`config.mk`:
```
export PLATFORM = sky130hd
export DESIGN_NAME = proc_issue_ctrl
export DESIGN_NICKNAME = d
export VERILOG_FILES = /design/src/rtl/proc_issue_ctrl.sv
export SDC_FILE = /design/constraint.sdc
export NUM_CORES = 1
export LEC_CHECK = 0
export CORE_MARGIN = 3
export CORE_UTILIZATION = 38
export DETAILED_ROUTE_END_ITERATION = 7
export PLACE_DENSITY = 0.76
export RECOVER_POWER = 50
export SYNTH_ARGS = -nofsm -noshare
export SYNTH_HDL_FRONTEND = slang
export SYNTH_SLANG_ARGS = --single-unit
```
`constraint.sdc`:
```
create_clock -name clk -period 2.9 [get_ports clk]
set_input_delay 0.435 -clock clk [delete_from_list [all_inputs] [get_ports clk]]
set_output_delay 0.435 -clock clk [all_outputs]
set_load 0.1 [all_outputs]
```
`src/rtl/proc_issue_ctrl.sv`:
```
// proc_issue_ctrl: issue controller in front of the proc datapath's 32-bit
// instruction input. Arbitrates two requesters round-robin, drops illegal
// instructions and inserts a bubble when a FETCH would read the location the
// immediately preceding instruction has not yet written back.
module proc_issue_ctrl #(
    parameter int          NREQ      = 2,
    parameter int          CNT_W     = 16,
    parameter logic [7:0]  BUBBLE_OP = 8'hFF
) (
    input  logic             clk,
    input  logic             rst,
    input  logic             i_en,
    input  logic [NREQ-1:0]  i_req_valid,
    input  logic [31:0]      i_req_instr0,
    input  logic [31:0]      i_req_instr1,
    output logic [NREQ-1:0]  o_req_ready,
    output logic [31:0]      o_instr_out,
    output logic             o_err_pulse,
    output logic             o_err_src,
    output logic [CNT_W-1:0] o_issue_count,
    output logic [CNT_W-1:0] o_stall_count
);

    logic [2:0]       r_last_dest;
    logic             r_last_real;
    logic             r_rr_ptr;
    logic [31:0]      r_instr_out;
    logic             r_err_pulse;
    logic             r_err_src;
    logic [CNT_W-1:0] r_issue_count;
    logic [CNT_W-1:0] r_stall_count;

    logic             w_go;
    logic [1:0]       w_haz;
    logic [1:0]       w_ok;
    logic             w_any;
    logic             w_gidx;
    logic             w_stall;
    logic [31:0]      w_sel_instr;
    logic             w_sel_legal;
    logic [31:0]      w_bubble;

    // Legal: known opcode, dest within storage, FETCH address within storage.
    function automatic logic f_legal(input logic [31:0] ins);
        return (ins[31:24] <= 8'd2) && (ins[23:16] <= 8'd7) &&
               ((ins[31:24] != 8'd2) || (ins[7:0] <= 8'd7));
    endfunction

    // A legal FETCH reading the location the last real instruction writes.
    function automatic logic f_hazard(input logic [31:0] ins, input logic last_real,
                                      input logic [2:0] last_dest);
        return f_legal(ins) && (ins[31:24] == 8'd2) && last_real &&
               (ins[2:0] == last_dest);
    endfunction

    // Bubble rewrites the last written location, so it has no side effect.
    assign w_bubble = {BUBBLE_OP, 5'b00000, r_last_dest, 16'h0000};
    assign w_go     = i_en & ~rst;
    assign w_haz[0] = f_hazard(i_req_instr0, r_last_real, r_last_dest);
    assign w_haz[1] = f_hazard(i_req_instr1, r_last_real, r_last_dest);
    assign w_ok     = i_req_valid[1:0] & ~w_haz;

    // Priority requester first if it can go, otherwise the other; a valid
    // requester left ungranted can only have been blocked by a hazard.
    always_comb begin
        w_any  = 1'b0;
        w_gidx = 1'b0;
        if (w_go) begin
            if (w_ok[r_rr_ptr]) begin
                w_any  = 1'b1;
                w_gidx = r_rr_ptr;
            end else if (w_ok[~r_rr_ptr]) begin
                w_any  = 1'b1;
                w_gidx = ~r_rr_ptr;
            end
        end
    end

    assign w_stall     = w_go & ~w_any & (|i_req_valid);
    assign o_req_ready = w_any ? (NREQ'(1) << w_gidx) : '0;
    assign w_sel_instr = w_gidx ? i_req_instr1 : i_req_instr0;
    assign w_sel_legal = f_legal(w_sel_instr);

    // Issue register, hazard tracking state, error flag and saturating counters.
    always_ff @(posedge clk or posedge rst) begin
        if (rst) begin
            r_instr_out   <= {BUBBLE_OP, 24'h000000};
            r_last_dest   <= 3'd0;
            r_last_real   <= 1'b0;
            r_rr_ptr      <= 1'b0;
            r_err_pulse   <= 1'b0;
            r_err_src     <= 1'b0;
            r_issue_count <= '0;
            r_stall_count <= '0;
        end else begin
            r_err_pulse <= 1'b0;
            if (w_any) begin
                r_rr_ptr <= ~w_gidx;
                if (w_sel_legal) begin
                    r_instr_out <= w_sel_instr;
                    r_last_dest <= w_sel_instr[18:16];
                    r_last_real <= 1'b1;
                    if (r_issue_count != '1)
                        r_issue_count <= r_issue_count + CNT_W'(1);
                end else begin
                    r_instr_out <= w_bubble;
                    r_last_real <= 1'b0;
                    r_err_pulse <= 1'b1;
                    r_err_src   <= w_gidx;
                end
            end else begin
                r_instr_out <= w_bubble;
                r_last_real <= 1'b0;
                if (w_stall && (r_stall_count != '1))
                    r_stall_count <= r_stall_count + CNT_W'(1);
            end
        end
    end

    assign o_instr_out   = r_instr_out;
    assign o_err_pulse   = r_err_pulse;
    assign o_err_src     = r_err_src;
    assign o_issue_count = r_issue_count;
    assign o_stall_count = r_stall_count;

endmodule

```
; ---- Word level (Yosys, flattened, before mapping)
; Cells that the tools add are included.
[classes]
n_addsub = 2
magnitude_cmp = 11
eq_ne = 9
n_shift = 1
n_mux = 18
n_bitwise = 10
n_reduce_logical = 21
[op_table]
columns = cell, n
row1 = $mux 32, 3
row2 = $le 8x3->1 const B, 6
row3 = $add 16x1->16 const B, 2
row4 = $ne 16x16->1 const B, 2
row5 = $le 8x2->1 const B, 3
row6 = $ne 8x2->1 const B, 3
row7 = $eq 8x2->1 const B, 2
row8 = $mux 1, 14
row9 = $logic_and 1x1->1, 13
row10 = $eq 3x3->1, 2
row11 = $reduce_and 2->1, 3
row12 = $not 1->1, 5
row13 = $lt 1x2->1 const B, 2
row14 = $and 1x1->1, 3
row15 = $logic_or 1x1->1, 3
row16 = $reduce_and 3->1, 1
row17 = $and 2x2->2, 1
row18 = $mux 2, 1
row19 = $not 2->2, 1
row20 = $reduce_or 2->1, 1
row21 = $shl 1x1->2 const A, 1
[totals]
reg_bits = 71
in_bits = 69
out_inout_bits = 68
word_cells = 80

; ---- Depth between registers and ports, before layout
[depth]
ltp_word = 19
ltp_mapped = 10

; ---- Least setup slack after synthesis
; OpenSTA, ideal clock, no wires.
[synth_timing]
path_type = input -> output
start = input i_req_instr1[1]
end = output o_req_ready[0]
arrival_ns = 4.008
required_ns = 2.465
path_slack_ns = -1.543
path_stages = 8
n_path_buf = 2
path_cell_list = xor2_1 -> or4_1 -> o31ai_1 -> or2_2 -> clkbuf_1 -> inv_1 -> clkbuf_1 -> nor2_1
[synth_between]
elab_chain_cells = 15
word_cells_on_any_way = 21
classes_between = 1 x order compare / 1 x eq/ne / 1 x shift / 11 x mux / 2 x bitwise / 5 x reduce/logical
[synth_lines]
columns = element, line
row1 = start: declaration, 15  ; input logic [31:0] i_req_instr1,
row2 = $le 8x3->1, 46  ; ((ins[31:24] != 8'd2) || (ins[7:0] <= 8'd7));
row3 = $logic_or 1x1->1, 46
row4 = $logic_and 1x1->1, 45  ; return (ins[31:24] <= 8'd2) && (ins[23:16] <= 8'd7) &&
row5 = $logic_and 1x1->1 (2 in a row), 52  ; return f_legal(ins) && (ins[31:24] == 8'd2) && last_real &&
row6 = $logic_and 1x1->1 *, 52
row7 = $not 2->2 *, 61  ; assign w_ok = i_req_valid[1:0] & ~w_haz;
row8 = $and 2x2->2 *, 61
row9 = $mux 1 (not written as such) (2 in a row), 72  ; end else if (w_ok[~r_rr_ptr]) begin
row10 = $mux 1, 72
row11 = $mux 1, 69  ; if (w_ok[r_rr_ptr]) begin
row12 = $mux 1, 68  ; if (w_go) begin
row13 = $shl 1x1->2, 80  ; assign o_req_ready = w_any ? (NREQ'(1) << w_gidx) : '0;
row14 = $mux 2 *, 80
row15 = end: declaration, 16  ; output logic [NREQ-1:0] o_req_ready,
; Mark *: on every way between the ends. The rest lies on a longest branch, timed or not. The select of a mux whose other input is x is not followed.

; ---- Final worst setup path
[layout_timing]
start = input i_req_instr1[2]
end = output o_req_ready[0]
; The elaborated chain is that of the path after synthesis.

==> flow_results.org <==
** Logic synthesis
- sky130_fd_sc_hd__dfrtp_1 takes more of the synthesized area than any other cell.
- Area share of the largest cell type after synthesis :: 49.1%
- Number of flops mapped to enable cells by yosys :: 0
- Synthesized instance count :: approximately 300
- Number of unique standard cell types used by synthesis :: 41
- Fraction of registers with async set or reset after synthesis :: 100%
- Sequential area share after synthesis :: a little under three fifths
- Sorting the synthesized cells by area gives the leading types as sky130_fd_sc_hd__dfrtp_1, sky130_fd_sc_hd__nand2_1, sky130_fd_sc_hd__dfstp_2, sky130_fd_sc_hd__xor2_1, sky130_fd_sc_hd__xnor2_1.
- After synthesis, the mean cell area works out to 10.5 um2.
- Register bit count reported by yosys :: 71
- Yosys warns :: 0
- Dominant synthesized flop cell :: sky130_fd_sc_hd__dfrtp_1
- Synthesized area :: 0.00321 mm2

** Routing
- Vias :: 2872
- The first detailed-routing pass ran for 6 iterations.
- Post-DR wirelength/cell :: approximately 15 um
- Routed vias/inst :: about 5
- In this run, the number of DRC markers left after iteration 0 of detailed routing was 95.
- Post-route DRC violation count :: 0
- Post-route antenna net violation count :: 0
- The routed design has 8950 um of wire.

** Global routing
- Total global routing overflow :: 0
- The number of global-route vias before repair was roughly 3000.
- Largest net degree at the start of global routing :: 43
- Initial antenna violation count :: 0
- Combined global-route utilization of all metal layers :: 18.9%
- The first global-routing pass estimated roughly 15000 um of wire.

** Pwr
- The analysis attributes to cell leakage a power of about 2.3 nW.
- Max VDD drop :: 0.269 mV
- Total power density per cell area :: 497 mW/mm2
- Power comes to 2.44 mW.

** Place
- After detailed placement, the total cell area comes to 0.00474 mm2.
- Number of input and output port buffers inserted :: 136
- Worst slack at placement :: -0.291 ns
- HPWL Detailed :: 6850 um
- The congestion estimate from routability-driven global placement came to 0.845.
- After detailed placement, the design holds a cell count of 559.

** Clock network
- In this run, CTS created clock tree buffers numbering 9.
- CTS Buffer Depth :: 2
- Later-pin clock latency in the skew report :: 0.33 ns
- TritonCTS built the clock tree.
- The H-tree was split into 3 levels.
- Count of clock tree sinks :: 71
- Root Buffer Master :: sky130_fd_sc_hd__clkbuf_8
- After clock tree synthesis, the clock-pin slew on the worst setup and hold paths is 0.07 ns.
- Number of hold-repair buffers added at the cts stage :: 0

** STA
- Worst-case headroom to the max-slew limit :: 17.8%
- For the pin with the worst max-slew slack, the measured transition is roughly 1.2 ns.
- Hold WS :: 0.496 ns
- Final worst-path cycle share :: 97.8%
- Final Worst Setup Slack :: 0.0648 ns
- After routing, the total negative slack on setup checks comes to 0 ns.
- Setup repair after global routing could not meet its margin everywhere.
- Fin. max-slew vios :: 0
- Final number of hold-violating endpoints :: 0
- Final worst path period need :: 2.84 ns
- Clock skew on the completed layout was measured at 0.00836 ns.
- Final setup vio count :: 0
- Max frequency :: 0.353 GHz

** Critical path
- Setup crit start kind :: primary input
- Walking the worst path, the cells encountered are clkdlybuf4s50_1, xor2_1, or4_4, o31ai_4, or2_4, inv_4, nor2_4, buf_12.
- For flop-to-flop paths, the worst setup slack is 0.19 ns.
- In this design, the stage delay of the slowest critical-path cell is 0.52 ns.
- The setup path with the least slack is of type in2out.
- Sort of element at the end of the critical path :: primary output
- Required time at the endpoint of the critical path :: approximately 2.5 ns
- Crit path DAT :: 2.40 ns
- The largest individual stage delay along the critical path comes from the cell sky130_fd_sc_hd__or4_4.
- Along the worst path, the maximum fanout reaches 3.

** Job
- Number of violations of the max-capacitance limit :: 0

** Floorplan
- Rows :: 32
- Effective utilization at floorplan :: around 40%
- Area of the die :: 0.00960 mm2
- Horizontal extent of the die :: 98.0 um
- In this run the count of I/O pins placed on the die edge is 137.
- The core region is 0.00797 mm2.
- Chip Height :: ~98 um

** Cells and area
- The finished layout holds roughly 580 standard cells, fillers aside.
- Final cell utilization of the core :: around 60%
- In the final layout, the multi-input gates occupy 0.00142 mm2.
- Reg area :: 0.00179 mm2
- The filler cells instantiated in the layout total 690.
- Proportion of layout cells with a drive suffix above 1 :: between 20% and 30%
- The area growth from synthesis to layout is 52.8%.
- Number of diodes added for antenna fixing :: 0
- At the end of the flow, the number of nets in the layout was between 500 and 600.
- Once layout is done, the placed cells without fillers occupy 0.00491 mm2.

** Run status
- The flow ran to the end, and the final reports show no timing, DRC or antenna violations.

** Min path
- The path class of the tightest hold or removal check is reg2reg.
-- Yosys cell counts (6+ instances only) --
cell and number:
sky130_fd_sc_hd__a21oi_1 18, sky130_fd_sc_hd__clkbuf_1 6, sky130_fd_sc_hd__dfrtp_1 63, sky130_fd_sc_hd__dfstp_2 8, sky130_fd_sc_hd__nand2_1 59, sky130_fd_sc_hd__nand3_1 13, sky130_fd_sc_hd__nand4_1 11, sky130_fd_sc_hd__nor2_1 19
sky130_fd_sc_hd__nor4_1 8, sky130_fd_sc_hd__xnor2_1 11, sky130_fd_sc_hd__xor2_1 24
-- final cells by class --
type,instances,area share (%)
inverter,5,0.433
tap,102,2.60
multi-input combinational,222,29.0
clock buffer,11,3.08
timing repair buffer,162,26.8
sequential,71,36.4
clock inverter,5,1.63
-- worst max-delay path: cells and delay by family --
kind / cells / cell delay (ns)
compound gates: 1 / 0.27
simple gates: 3 / 0.83
xor+xnor: 1 / 0.18
buf+inv: 3 / 0.68
-- layer usage --
layer	vias to the layer above	track usage [%]	routed length, um
met5	-	0	0
met2	107	31.2	4370
met1	1373	24.2	3720
li1	1381	-	-
met3	11	6.29	776
met4	0	4.69	80
-- cell families after synthesis --
family	after synthesis	synth area share, %
simple gates	136	21.3
flops	71	55.6
compound gates	37	7.91
xor+xnor	35	9.54
buf+inv	17	2.38
mux	7	2.34
fa+ha+maj	2	0.779
other cells	1	0.117
-- layout by cell type (no fill, tap or decap), types with 13 or more instances in the layout --
master and instances:
sky130_fd_sc_hd__buf_4 59, sky130_fd_sc_hd__clkbuf_1 30, sky130_fd_sc_hd__xor2_1 24, sky130_fd_sc_hd__a21oi_1 18, sky130_fd_sc_hd__nand2_1 59, sky130_fd_sc_hd__nand3_1 13, sky130_fd_sc_hd__dfrtp_1 61, sky130_fd_sc_hd__nor2_1 18
sky130_fd_sc_hd__clkdlybuf4s50_1 65
-- timing repair --
action	4_1_cts	5_1_grt
setup buffers	2	1
gates resized for setup	7	4
pin swaps	2	6
gates cloned	0	0
endpoints found under the setup margin	2	9
-- report_power, final --
| group | switching (mW) | internal, mW | total, mW | leakage [nW] |
|---|---|---|---|---|
| logic | 0.320 | 0.169 | 0.489 | 1.23 |
| registers | 0.0361 | 1.02 | 1.06 | 0.941 |
| clock network | 0.367 | 0.530 | 0.897 | 0.112 |
-- sequential cells by signal, summed over array words and instances (netlist names) --
signal and cells:
o_err_pulse 1, o_err_src 1, o_instr_out 32, o_issue_count 16
o_stall_count 16, r_last_dest 3, r_last_real 1, r_rr_ptr 1
-- worst paths after layout --
| kind | start | to | cells past startpoint |
|---|---|---|---|
| setup reg to reg | r_last_dest[1] | o_issue_count[1] | 9 |
| max in group asynchronous | rst | o_instr_out[24] | 3 |
| hold reg to reg | o_issue_count[11] | o_issue_count[11] | 1 |
| setup / recovery | i_req_instr1[2] | o_req_ready[0] | 8 |
| min in group asynchronous | rst | o_instr_out[21] | 2 |
| hold / removal | o_issue_count[11] | o_issue_count[11] | 1 |
No activity file was read; power rests on OpenSTA's default activity.
